[src/rtl/dense_layer_seq_pkg.sv]
// Shared types and fixed-point helpers for the dense layer engine and its
// sibling convolution blocks.
package dense_layer_seq_pkg;

    typedef enum logic [2:0] {
        ST_IDLE,
        ST_LOAD,
        ST_MAC,
        ST_BIAS,
        ST_OUT
    } state_e;

    // Widest intermediate handled by the shared shift/saturate helper.
    localparam int SAT_W = 64;

    function automatic int addr_w(input int n);
        return (n <= 1) ? 1 : $clog2(n);
    endfunction

    function automatic logic signed [SAT_W-1:0] q_max_pos(input int data_w);
        return (64'sd1 <<< (data_w - 1)) - 64'sd1;
    endfunction

    function automatic logic signed [SAT_W-1:0] q_max_neg(input int data_w);
        return -(64'sd1 <<< (data_w - 1));
    endfunction

    // Floor-shift out the fractional bits, then clamp to a data_w-bit signed range.
    function automatic logic signed [SAT_W-1:0] sat_shift(
        input  logic signed [SAT_W-1:0] v,
        input  int                      frac_w,
        input  int                      data_w,
        output logic                    sat
    );
        logic signed [SAT_W-1:0] s;
        s   = v >>> frac_w;
        sat = 1'b0;
        if (s > q_max_pos(data_w)) begin
            s   = q_max_pos(data_w);
            sat = 1'b1;
        end else if (s < q_max_neg(data_w)) begin
            s   = q_max_neg(data_w);
            sat = 1'b1;
        end
        return s;
    endfunction

endpackage

[src/rtl/dense_layer_seq_if.sv]
// Stream, ROM and status signals of the dense layer engine.
interface dense_layer_seq_if
    import dense_layer_seq_pkg::*;
#(
    parameter int DATA_W  = 16,
    parameter int IN_LEN  = 64,
    parameter int OUT_LEN = 10
);
    localparam int WAW = addr_w(IN_LEN * OUT_LEN);
    localparam int BAW = addr_w(OUT_LEN);

    logic                     in_valid;
    logic signed [DATA_W-1:0] in_data;
    logic                     in_ready;
    logic [WAW-1:0]           w_addr;
    logic signed [DATA_W-1:0] w_data;
    logic [BAW-1:0]           b_addr;
    logic signed [DATA_W-1:0] b_data;
    logic                     out_valid;
    logic signed [DATA_W-1:0] out_data;
    logic                     out_last;
    logic                     out_ready;
    logic                     busy;
    logic                     sat_flag;

    modport slave (
        input  in_valid, in_data, w_data, b_data, out_ready,
        output in_ready, w_addr, b_addr, out_valid, out_data, out_last, busy, sat_flag
    );

    modport master (
        output in_valid, in_data, w_data, b_data, out_ready,
        input  in_ready, w_addr, b_addr, out_valid, out_data, out_last, busy, sat_flag
    );

endinterface

[src/rtl/dense_layer_seq_mac_unit.sv]
// Multiply-accumulate datapath: one product per cycle, then bias, shift,
// saturate and optional ReLU on the finishing cycle.
module dense_mac_unit
    import dense_layer_seq_pkg::*;
#(
    parameter int DATA_W = 16,
    parameter int FRAC_W = 8,
    parameter int ACC_W  = 40,
    parameter int RELU   = 1
) (
    input  logic                     clk,
    input  logic                     clr,
    input  logic                     add_en,
    input  logic signed [DATA_W-1:0] x_p1,
    input  logic signed [DATA_W-1:0] w_p1,
    input  logic signed [DATA_W-1:0] b_p1,
    output logic signed [DATA_W-1:0] result,
    output logic                     sat
);
    logic signed [2*DATA_W-1:0] prod_p1;
    logic signed [ACC_W-1:0]    acc_q;
    logic signed [ACC_W-1:0]    acc_d;
    logic signed [ACC_W-1:0]    bias_al;
    logic signed [ACC_W-1:0]    fin_sum;
    logic signed [SAT_W-1:0]    shifted;

    always_comb begin
        prod_p1 = (2*DATA_W)'(x_p1) * (2*DATA_W)'(w_p1);
        bias_al = ACC_W'(b_p1) <<< FRAC_W;

        acc_d = acc_q;
        if (clr) begin
            acc_d = '0;
        end else if (add_en) begin
            acc_d = acc_q + ACC_W'(prod_p1);
        end

        // The last product is still in flight when the bias arrives, so fold both in here.
        fin_sum = acc_q + ACC_W'(prod_p1) + bias_al;
        shifted = sat_shift(SAT_W'(fin_sum), FRAC_W, DATA_W, sat);
        if (RELU != 0 && shifted < 0) begin
            shifted = '0;
        end
        result = DATA_W'(shifted);
    end

    always_ff @(posedge clk) begin
        acc_q <= acc_d;
    end

endmodule

[src/rtl/dense_layer_seq.sv]
// Fully-connected layer engine: buffers one input vector, runs every neuron
// through the MAC unit against external weight/bias ROMs, streams results out.
module dense_layer_seq
    import dense_layer_seq_pkg::*;
#(
    parameter int IN_LEN  = 64,
    parameter int OUT_LEN = 10,
    parameter int DATA_W  = 16,
    parameter int FRAC_W  = 8,
    parameter int ACC_W   = 40,
    parameter int RELU    = 1
) (
    input  logic                clk,
    input  logic                rst,
    dense_layer_seq_if.slave    bus
);
    localparam int IW  = addr_w(IN_LEN);
    localparam int OW  = addr_w(OUT_LEN);
    localparam int WAW = addr_w(IN_LEN * OUT_LEN);
    localparam logic [IW-1:0] I_LAST = IW'(IN_LEN - 1);
    localparam logic [OW-1:0] O_LAST = OW'(OUT_LEN - 1);

    state_e                   state_q, state_d;
    logic [IW-1:0]            i_q, i_d;
    logic [IW-1:0]            i_p1_q, i_p1_d;
    logic [OW-1:0]            o_q, o_d;
    logic                     vld_p1_q, vld_p1_d;
    logic                     sat_q, sat_d;
    logic signed [DATA_W-1:0] in_buf_q  [IN_LEN];
    logic signed [DATA_W-1:0] in_buf_d  [IN_LEN];
    logic signed [DATA_W-1:0] out_buf_q [OUT_LEN];
    logic signed [DATA_W-1:0] out_buf_d [OUT_LEN];
    logic signed [DATA_W-1:0] mac_result;
    logic                     mac_sat;
    logic                     mac_clr;
    logic                     in_fire;
    logic [IW-1:0]            in_idx;

    assign in_fire = bus.in_valid && (state_q == ST_IDLE || state_q == ST_LOAD);
    assign in_idx  = (state_q == ST_IDLE) ? '0 : i_q;

    always_ff @(posedge clk or posedge rst) begin
        if (rst) begin
            state_q  <= ST_IDLE;
            i_q      <= '0;
            o_q      <= '0;
            i_p1_q   <= '0;
            vld_p1_q <= 1'b0;
            sat_q    <= 1'b0;
        end else begin
            state_q  <= state_d;
            i_q      <= i_d;
            o_q      <= o_d;
            i_p1_q   <= i_p1_d;
            vld_p1_q <= vld_p1_d;
            sat_q    <= sat_d;
        end
    end

    always_comb begin
        state_d = state_q;
        case (state_q)
            ST_IDLE: if (bus.in_valid) state_d = ST_LOAD;
            ST_LOAD: if (bus.in_valid && i_q == I_LAST) state_d = ST_MAC;
            ST_MAC:  if (i_q == I_LAST) state_d = ST_BIAS;
            ST_BIAS: state_d = (o_q == O_LAST) ? ST_OUT : ST_MAC;
            ST_OUT:  if (bus.out_ready && o_q == O_LAST) state_d = ST_IDLE;
            default: state_d = ST_IDLE;
        endcase
    end

    always_comb begin
        bus.in_ready  = (state_q == ST_IDLE) || (state_q == ST_LOAD);
        bus.busy      = (state_q != ST_IDLE);
        bus.out_valid = (state_q == ST_OUT);
        bus.out_data  = (state_q == ST_OUT) ? out_buf_q[o_q] : '0;
        bus.out_last  = (state_q == ST_OUT) && (o_q == O_LAST);
        bus.w_addr    = '0;
        if (state_q == ST_MAC) begin
            bus.w_addr = WAW'(o_q) * WAW'(IN_LEN) + WAW'(i_q);
        end
        bus.b_addr    = (state_q == ST_MAC || state_q == ST_BIAS) ? o_q : '0;
        bus.sat_flag  = sat_q;
        mac_clr       = (state_q == ST_MAC) && (i_q == '0);
    end

    always_comb begin
        i_d      = i_q;
        o_d      = o_q;
        sat_d    = sat_q;
        i_p1_d   = i_q;
        vld_p1_d = (state_q == ST_MAC);
        case (state_q)
            ST_IDLE: begin
                o_d = '0;
                if (bus.in_valid) begin
                    i_d   = IW'(1);
                    sat_d = 1'b0;
                end
            end
            ST_LOAD: if (bus.in_valid) i_d = (i_q == I_LAST) ? '0 : i_q + IW'(1);
            ST_MAC:  i_d = (i_q == I_LAST) ? '0 : i_q + IW'(1);
            ST_BIAS: begin
                o_d = (o_q == O_LAST) ? '0 : o_q + OW'(1);
                if (mac_sat) sat_d = 1'b1;
            end
            ST_OUT:  if (bus.out_ready) o_d = (o_q == O_LAST) ? '0 : o_q + OW'(1);
            default: ;
        endcase
    end

    always_comb begin
        in_buf_d  = in_buf_q;
        out_buf_d = out_buf_q;
        if (in_fire) begin
            in_buf_d[in_idx] = bus.in_data;
        end
        if (state_q == ST_BIAS) begin
            out_buf_d[o_q] = mac_result;
        end
    end

    always_ff @(posedge clk) begin
        in_buf_q  <= in_buf_d;
        out_buf_q <= out_buf_d;
    end

    // ---- stage p1: ROM data and delayed index line up with the product ----
    dense_mac_unit #(
        .DATA_W (DATA_W),
        .FRAC_W (FRAC_W),
        .ACC_W  (ACC_W),
        .RELU   (RELU)
    ) u_mac (
        .clk    (clk),
        .clr    (mac_clr),
        .add_en (vld_p1_q),
        .x_p1   (in_buf_q[i_p1_q]),
        .w_p1   (bus.w_data),
        .b_p1   (bus.b_data),
        .result (mac_result),
        .sat    (mac_sat)
    );

endmodule
[src/flat_wrapper.sv]
// flat-port wrapper written by rule: the top's interface ports become plain ports
module dense_layer_seq_flat import dense_layer_seq_pkg::*;
#(
    parameter int IN_LEN  = 64,
    parameter int OUT_LEN = 10,
    parameter int DATA_W  = 16,
    parameter int FRAC_W  = 8,
    parameter int ACC_W   = 40,
    parameter int RELU    = 1
)
  (clk, rst, bus_in_valid, bus_in_data, bus_w_data, bus_b_data, bus_out_ready, bus_in_ready, bus_w_addr, bus_b_addr, bus_out_valid, bus_out_data, bus_out_last, bus_busy, bus_sat_flag);
  dense_layer_seq_if #(.DATA_W(DATA_W), .IN_LEN(IN_LEN), .OUT_LEN(OUT_LEN)) bus_i ();
  input  logic clk;
  input  logic rst;
  input wire logic [$bits(bus_i.in_valid)-1:0] bus_in_valid;
  input wire logic [$bits(bus_i.in_data)-1:0] bus_in_data;
  input wire logic [$bits(bus_i.w_data)-1:0] bus_w_data;
  input wire logic [$bits(bus_i.b_data)-1:0] bus_b_data;
  input wire logic [$bits(bus_i.out_ready)-1:0] bus_out_ready;
  output wire logic [$bits(bus_i.in_ready)-1:0] bus_in_ready;
  output wire logic [$bits(bus_i.w_addr)-1:0] bus_w_addr;
  output wire logic [$bits(bus_i.b_addr)-1:0] bus_b_addr;
  output wire logic [$bits(bus_i.out_valid)-1:0] bus_out_valid;
  output wire logic [$bits(bus_i.out_data)-1:0] bus_out_data;
  output wire logic [$bits(bus_i.out_last)-1:0] bus_out_last;
  output wire logic [$bits(bus_i.busy)-1:0] bus_busy;
  output wire logic [$bits(bus_i.sat_flag)-1:0] bus_sat_flag;
  assign bus_i.in_valid = bus_in_valid;
  assign bus_i.in_data = bus_in_data;
  assign bus_i.w_data = bus_w_data;
  assign bus_i.b_data = bus_b_data;
  assign bus_i.out_ready = bus_out_ready;
  assign bus_in_ready = bus_i.in_ready;
  assign bus_w_addr = bus_i.w_addr;
  assign bus_b_addr = bus_i.b_addr;
  assign bus_out_valid = bus_i.out_valid;
  assign bus_out_data = bus_i.out_data;
  assign bus_out_last = bus_i.out_last;
  assign bus_busy = bus_i.busy;
  assign bus_sat_flag = bus_i.sat_flag;
  dense_layer_seq #(.IN_LEN(IN_LEN), .OUT_LEN(OUT_LEN), .DATA_W(DATA_W), .FRAC_W(FRAC_W), .ACC_W(ACC_W), .RELU(RELU)) u_core (.clk(clk), .rst(rst), .bus(bus_i));
endmodule
[config.mk]
export PLATFORM = sky130hd
export DESIGN_NAME = dense_layer_seq_flat
export DESIGN_NICKNAME = d
export VERILOG_FILES = /design/src/rtl/dense_layer_seq_pkg.sv /design/src/rtl/dense_layer_seq_if.sv /design/src/rtl/dense_layer_seq_mac_unit.sv /design/src/rtl/dense_layer_seq.sv /design/src/flat_wrapper.sv
export SDC_FILE = /design/constraint.sdc
export NUM_CORES = 2
export LEC_CHECK = 0
export BUFFER_PORTS_ARGS = -buffer_cell sky130_fd_sc_hd__buf_4
export CORE_MARGIN = 2
export CORE_UTILIZATION = 60
export DETAILED_ROUTE_END_ITERATION = 8
export GPL_ROUTABILITY_DRIVEN = 1
export PLACE_DENSITY = 0.76
export SYNTH_ARGS = -nofsm -noshare
export SYNTH_HDL_FRONTEND = slang
export SYNTH_HIERARCHICAL = 1
export SYNTH_SLANG_ARGS = --single-unit
[constraint.sdc]
create_clock -name clk -period 20.6 [get_ports clk]
set_clock_uncertainty 0.15 [all_clocks]
set_input_delay 4.12 -clock clk [delete_from_list [all_inputs] [get_ports clk]]
set_output_delay 4.12 -clock clk [all_outputs]
set_load 0.005 [all_outputs]
Word level (Yosys, flattened, before mapping)
Index checks and enable logic that the tools add are counted.
- add/sub/neg operators: 5
- $mul: 1
- bitwise logic cells: 3
- magnitude comparators: 8
- equality and inequality tests: 13
- reduce and logical (&&, ||, !) cells: 19
- multiplexer cells: 37
- operator list (cell ; count):
    1024-bit bitwise mux ; 1
    160-bit bitwise mux ; 1
    16-bit 2-to-1 mux ; 8
    64-bit 2-to-1 mux ; 2
    16-bit binary-select mux with 6-bit select ; 1
    16-bit demux with 6-bit select ; 1
    16-bit binary-select mux with 4-bit select ; 1
    16-bit demux with 4-bit select ; 1
    64-bit by 1-bit less-than comparator with 1-bit output (second input constant) ; 1
    40-bit by 24-bit adder with 40-bit output ; 1
    40-bit by 32-bit adder with 40-bit output ; 1
    32-bit by 16-bit greater-than comparator with 1-bit output (second input constant) ; 1
    32-bit by 16-bit less-than comparator with 1-bit output (second input constant) ; 1
    16-bit by 16-bit multiplier with 32-bit output ; 1
    6-bit 2-to-1 mux ; 4
    6-bit case mux with 3 select lines ; 1
    3-bit 2-to-1 mux ; 5
    3-bit case mux with 5 select lines ; 1
    7-bit greater-or-equal comparator (second input constant) ; 2
    6-bit NOT with 7-bit output ; 2
    4-bit 2-to-1 mux ; 3
    4-bit case mux with 3 select lines ; 1
    10-bit by 6-bit adder with 10-bit output ; 1
    10-bit 2-to-1 mux ; 1
    other kinds (24) ; 43
- register bits after elaboration: 1245
- output and inout port bits: 35
- bits of input ports: 52
- word-level logic and storage cells: 167

Longest topological paths before layout
- depth after elaboration: 13
- depth in mapped cells: 48
- depth with buffers taken out: 42

By module
The synthesis kept the hierarchy.
- by module, submodules not included (module ; seq. area each (µm²) ; area an instance (µm²) ; cells an instance ; instances):
    dense_layer_seq ; 36079.6 ; 47020.1 ; 2268 ; 1
    dense_mac_unit ; 800.8 ; 15646.3 ; 1722 ; 1

Least setup slack after synthesis
Ideal clock, no wire load.
- path kind: input -> register
- start point: in bus_w_data[1]
- end point: reg u_core/out_buf_q[101] (netlist name), data pin
- cell stages on the path: 37
- data required time: 20128 ps
- path slack: 7088 ps
- path buffers: 3
- arrival time: 13040 ps
- library setup time: 322 ps
- cell sequence: clkbuf_1 -> nand2_1 -> inv_1 -> fa_1 -> inv_1 -> fa_1 -> fa_1 -> inv_1 -> fa_1 -> fa_1 -> inv_1 -> fa_1 -> inv_1 -> ha_1 -> clkbuf_1 -> nand3_1 -> or3_1 -> a211oi_1 -> nor3_1 -> o21ai_0 -> a311oi_1 -> o21ai_0 -> xor2_1 -> ha_1 -> nand2_1 -> or3_1 -> nor2_1 -> o31a_1 -> o21a_1 -> o21a_1 -> o41ai_1 -> xor3_2 -> nand4b_1 -> ha_1 -> nand2b_1 -> clkbuf_1 -> o21ai_1
- cells in the longest elaborated chain, start to end: 9
- elaborated cells on any way between the ends: 10
- those cells by class: add/sub (2); mul (1); order compare (3); mux (4)
- ends and longest elaborated chain (item ; line ; source):
    from (decl) ; flat_wrapper.sv:17 ; input wire logic [$bits(bus_i.w_data)-1:0] bus_w_data;
    16-bit by 16-bit multiplier with 32-bit output (*) ; dense_layer_seq_mac_unit.sv:28 ; prod_p1 = (2*DATA_W)'(x_p1) * (2*DATA_W)'(w_p1);
    40-bit by 32-bit adder with 40-bit output (*) ; dense_layer_seq_mac_unit.sv:39 ; fin_sum = acc_q + ACC_W'(prod_p1) + bias_al;
    40-bit by 24-bit adder with 40-bit output (*) ; dense_layer_seq_mac_unit.sv:39 ;
    32-bit by 16-bit less-than comparator with 1-bit output ; dense_layer_seq_pkg.sv:41 ; end else if (s < q_max_neg(data_w)) begin
    64-bit 2-to-1 mux ; dense_layer_seq_pkg.sv:41 ;
    64-bit 2-to-1 mux (*) ; dense_layer_seq_pkg.sv:38 ; if (s > q_max_pos(data_w)) begin
    64-bit by 1-bit less-than comparator with 1-bit output ; dense_layer_seq_mac_unit.sv:41 ; if (RELU != 0 && shifted < 0) begin
    16-bit 2-to-1 mux (*) ; dense_layer_seq_mac_unit.sv:41 ;
    named net u_core.mac_result[5] ; dense_layer_seq.sv:33 ; logic signed [DATA_W-1:0] mac_result;
    160-bit bitwise mux (*) ; dense_layer_seq.sv:119 ; out_buf_d[o_q] = mac_result;
    to (signal assigned) ; dense_layer_seq.sv:125 ; out_buf_q <= out_buf_d;
    to (decl) ; dense_layer_seq.sv:31 ; logic signed [DATA_W-1:0] out_buf_q [OUT_LEN];
The timed path passes the listed nets; every way through them passes the cells marked *.
A chain may end at the register's enable or synchronous reset.

Final worst setup path
- start point: reg u_core.i_p1_q[2]
- end point: reg u_core/out_buf_q[86] (netlist name), data pin
- cells in the longest elaborated chain, start to end: 13
- elaborated cells on any way between the ends: 14
- those cells by class: add/sub (2); mul (1); order compare (3); mux (7); bitwise (1)
- ends and longest elaborated chain (item ; line ; source):
    from (decl) ; dense_layer_seq.sv:25 ; logic [IW-1:0] i_p1_q, i_p1_d;
    from (signal assigned) ; dense_layer_seq.sv:54 ; i_p1_q <= i_p1_d;
    6-bit NOT with 7-bit output (implied by the code) (*) ; dense_layer_seq.sv:138 ; .x_p1 (in_buf_q[i_p1_q]),
    16-bit binary-select mux with 6-bit select (*) ; dense_layer_seq.sv:138 ;
    16-bit 2-to-1 mux (implied by the code) (*) (2 in series) ; dense_layer_seq.sv:138 ;
    16-bit by 16-bit multiplier with 32-bit output (*) ; dense_layer_seq_mac_unit.sv:28 ;
    40-bit by 32-bit adder with 40-bit output (*) ; dense_layer_seq_mac_unit.sv:39 ;
    40-bit by 24-bit adder with 40-bit output (*) ; dense_layer_seq_mac_unit.sv:39 ;
    32-bit by 16-bit less-than comparator with 1-bit output ; dense_layer_seq_pkg.sv:41 ;
    64-bit 2-to-1 mux ; dense_layer_seq_pkg.sv:41 ;
    64-bit 2-to-1 mux (*) ; dense_layer_seq_pkg.sv:38 ;
    64-bit by 1-bit less-than comparator with 1-bit output ; dense_layer_seq_mac_unit.sv:41 ;
    16-bit 2-to-1 mux (*) ; dense_layer_seq_mac_unit.sv:41 ;
    named net u_core.mac_result[6] ; dense_layer_seq.sv:33 ;
    160-bit bitwise mux (*) ; dense_layer_seq.sv:119 ;
The timed path passes the listed nets; every way through them passes the cells marked *. The select of a mux whose other input is x is not followed.

==> results_dict.tcl <==
set metrics [dict create \
    gr-total-overflow 0 \
    syn_to_final_growth_pct 9.67 \
    use_met1_pct 38.8 \
    critPathArrivalTime_ps 15100 \
    final_nets 4655 \
    synth_warnings 6 \
    end_kind "flop" \
    met3_usage_pct 4.11 \
    drtAntennaViolNets 0 \
    yosysUniqueCellTypes 102 \
    clockBufferDepth 3 \
    gp_congestion 0.936 \
    die_w_um 327 \
    max_cap_viol_count 0 \
    final_cell_mix "edfxtp_1, inv_1, fa_1" \
    synthFlopType "edfxtp_1" \
    worst_pin_slew_ps 1270 \
    avgSynthCellArea_um2 15.7 \
    crit_path_start_kind "flop" \
    clkLatencyLatePin_ps 730 \
    drive_gt1_share_pct 17.9 \
    grt_most_used_layer "met2" \
    synth_edf_count 1184 \
    numCtsBuffers 114 \
    outcome "finished, final reports clean" \
    numClockSinks 1245 \
    via_per_inst 6.23 \
    routedWlPerCell_um 26.0 \
    drt_pass1_iterations 5 \
    setup_viol 0 \
    io_buffers 86 \
    clock-root-buffer "clkbuf_16" \
    timing.fmax_ghz 0.0669 \
    cpMaxStageDelayCell "o31ai_1" \
    wirelength_um 146000 \
    ys_ff_latch 1245 \
    vias 34909 \
    coreArea_mm2 0.103 \
    worstSetupPathType "reg2reg" \
    slowest_delay_ps 980 \
    period_needed_ps 14940 \
    cts_tree "done" \
    cts_setup_buffers 0 \
    r2r-start "u_core/i_p1_q[2]" \
    place_hpwl_um 93200 \
    crit_buf_inv 7 \
    io_pins 87 \
    path_clk_slew_ps 60 \
    hp-class "reg2reg" \
    cpMostUsedCell "fa_1" \
    critPathLaunch "u_core/i_p1_q[2]" \
    antenna_found_initial 1 \
    regToRegSetupSlack_ps 5660 \
    layout_commonest_cell "edfxtp_1" \
    synth_nets 4522 \
    synth-seq-area-share_pct 58.9 \
    drcViolationCount 0 \
    rsz0062_at_grt "false" \
    htreeDepth 3 \
    grt_use_met2_pct 45.7 \
    grt_use_total_pct 27.9 \
    start_util_pct 60.5 \
    cts_resized 0 \
    final_util_pct 66.4 \
    drt_iter0_markers 3604 \
    finalSetupTns_ps 0 \
    hold_violations 0 \
    die_h_um 327 \
    hold_buffers 0 \
    rows 118 \
    fp.dieArea_mm2 0.107 \
    async_reset_ff_share_pct 1.69 \
    required_ps 20760 \
    diodes 0 \
    grt_pass1_vias 35942 \
    critPathTopFamily "compound AO/OA/AOI/OAI gates" \
    synth_area_mm2 0.0627 \
    relSlewSlack_pct 15.0 \
    period_share_pct 72.5 \
    drv_slew 0 \
    min_from "u_core/u_mac/acc_q[0]" \
    synth_cells 3990 \
    grt_max_degree 107 \
    path_max_fanout 106 \
    grt_pass1_wl_um 223000 \
]
-- per-layer routing --
layer	vias to the layer above	share of wire, %
met5	-	0
met4	0	3.7
met3	277	7.9
met2	1613	49
met1	17973	39
li1	15046	-
-- through the flow --
stage	instance area (um^2)	hold WS (ps)	instances	setup slack, ps
after global placement	65000	324	5387	6010
after CTS	68700	356	5603	5810
after floorplan	62700	202	3990	7090
final	68700	352	5603	5660
after global routing	68700	371	5603	4850
after detailed placement	65000	338	5387	5590
-- worst register-to-register path, delay by kind of cell (launching register included) --
kind / cells / cell delay [ps]
XOR/XNOR: 2 / 660
AND/OR/NAND/NOR: 4 / 1090
buffers and inverters: 7 / 1880
AO/OA/AOI/OAI: 14 / 5050
flip-flops: 1 / 860
adder cells (fa/ha/maj): 9 / 4080
multiplexers: 2 / 830
-- state kept, by name, summed over array words and instances (netlist names) --
name and flops:
u_core/i_p1_q 6, u_core/i_p1_d 6, u_core/u_mac/acc_q 40, u_core/in_buf_q 1024
u_core/o_q 4, u_core/out_buf_q 160, u_core/vld_p1_q 1, u_core/state_q 3
u_core/bus.sat_flag 1
-- final timing paths --
kind	end	cells past startpoint
max	u_core/out_buf_q[86]	38
min	u_core/u_mac/acc_q[0]	2
max reg2reg	u_core/out_buf_q[86]	38
min reg2reg	u_core/u_mac/acc_q[0]	2
max in group asynchronous	u_core/i_p1_q[2]	2
min in group asynchronous	u_core/o_q[2]	2
-- cell type report --
class	count	area (um^2)
Clock inverter	78	776
Fill cell	6904	34800
Tap cell	1380	1730
Multi-Input combinational cell	2164	23300
Sequential cell	1245	36900
Clock buffer	138	2960
Inverter	394	1480
Timing Repair Buffer	204	1560
-- synth_stat cells, types with 40 or more instances --
master	number	area (um^2)
edfxtp_1	1184	35600
inv_1	393	1480
fa_1	331	6630
mux4_2	224	5040
nand2_1	215	807
nor2_1	202	758
ha_1	149	1860
and2_1	137	857
mux2i_1	105	1050
mux2_2	90	1010
a21oi_1	83	415
clkbuf_1	82	308
a211oi_1	70	526
o21ai_0	46	230
xnor2_1	45	394
o22ai_1	41	257
buf_2	40	200
dfxtp_1	40	801
-- kinds of logic (layout without fill, tap and decap cells) --
| logic type | after synthesis | after routing | synth area share (%) |
|---|---|---|---|
| xor gates and xnor gates | 67 | 67 | 0.974 |
| and+or+nand+nor | 739 | 739 | 5.78 |
| DFF | 1245 | 1245 | 58.9 |
| adders and majority gates | 480 | 480 | 13.5 |
| buffers and inverters | 581 | 814 | 4.10 |
| muxes | 427 | 427 | 11.7 |
| AOI/OAI and AO/OA | 451 | 451 | 5.07 |
Power is not shown: default switching activity piles up to over one toggle a cycle in this logic, so the estimate is an artifact.
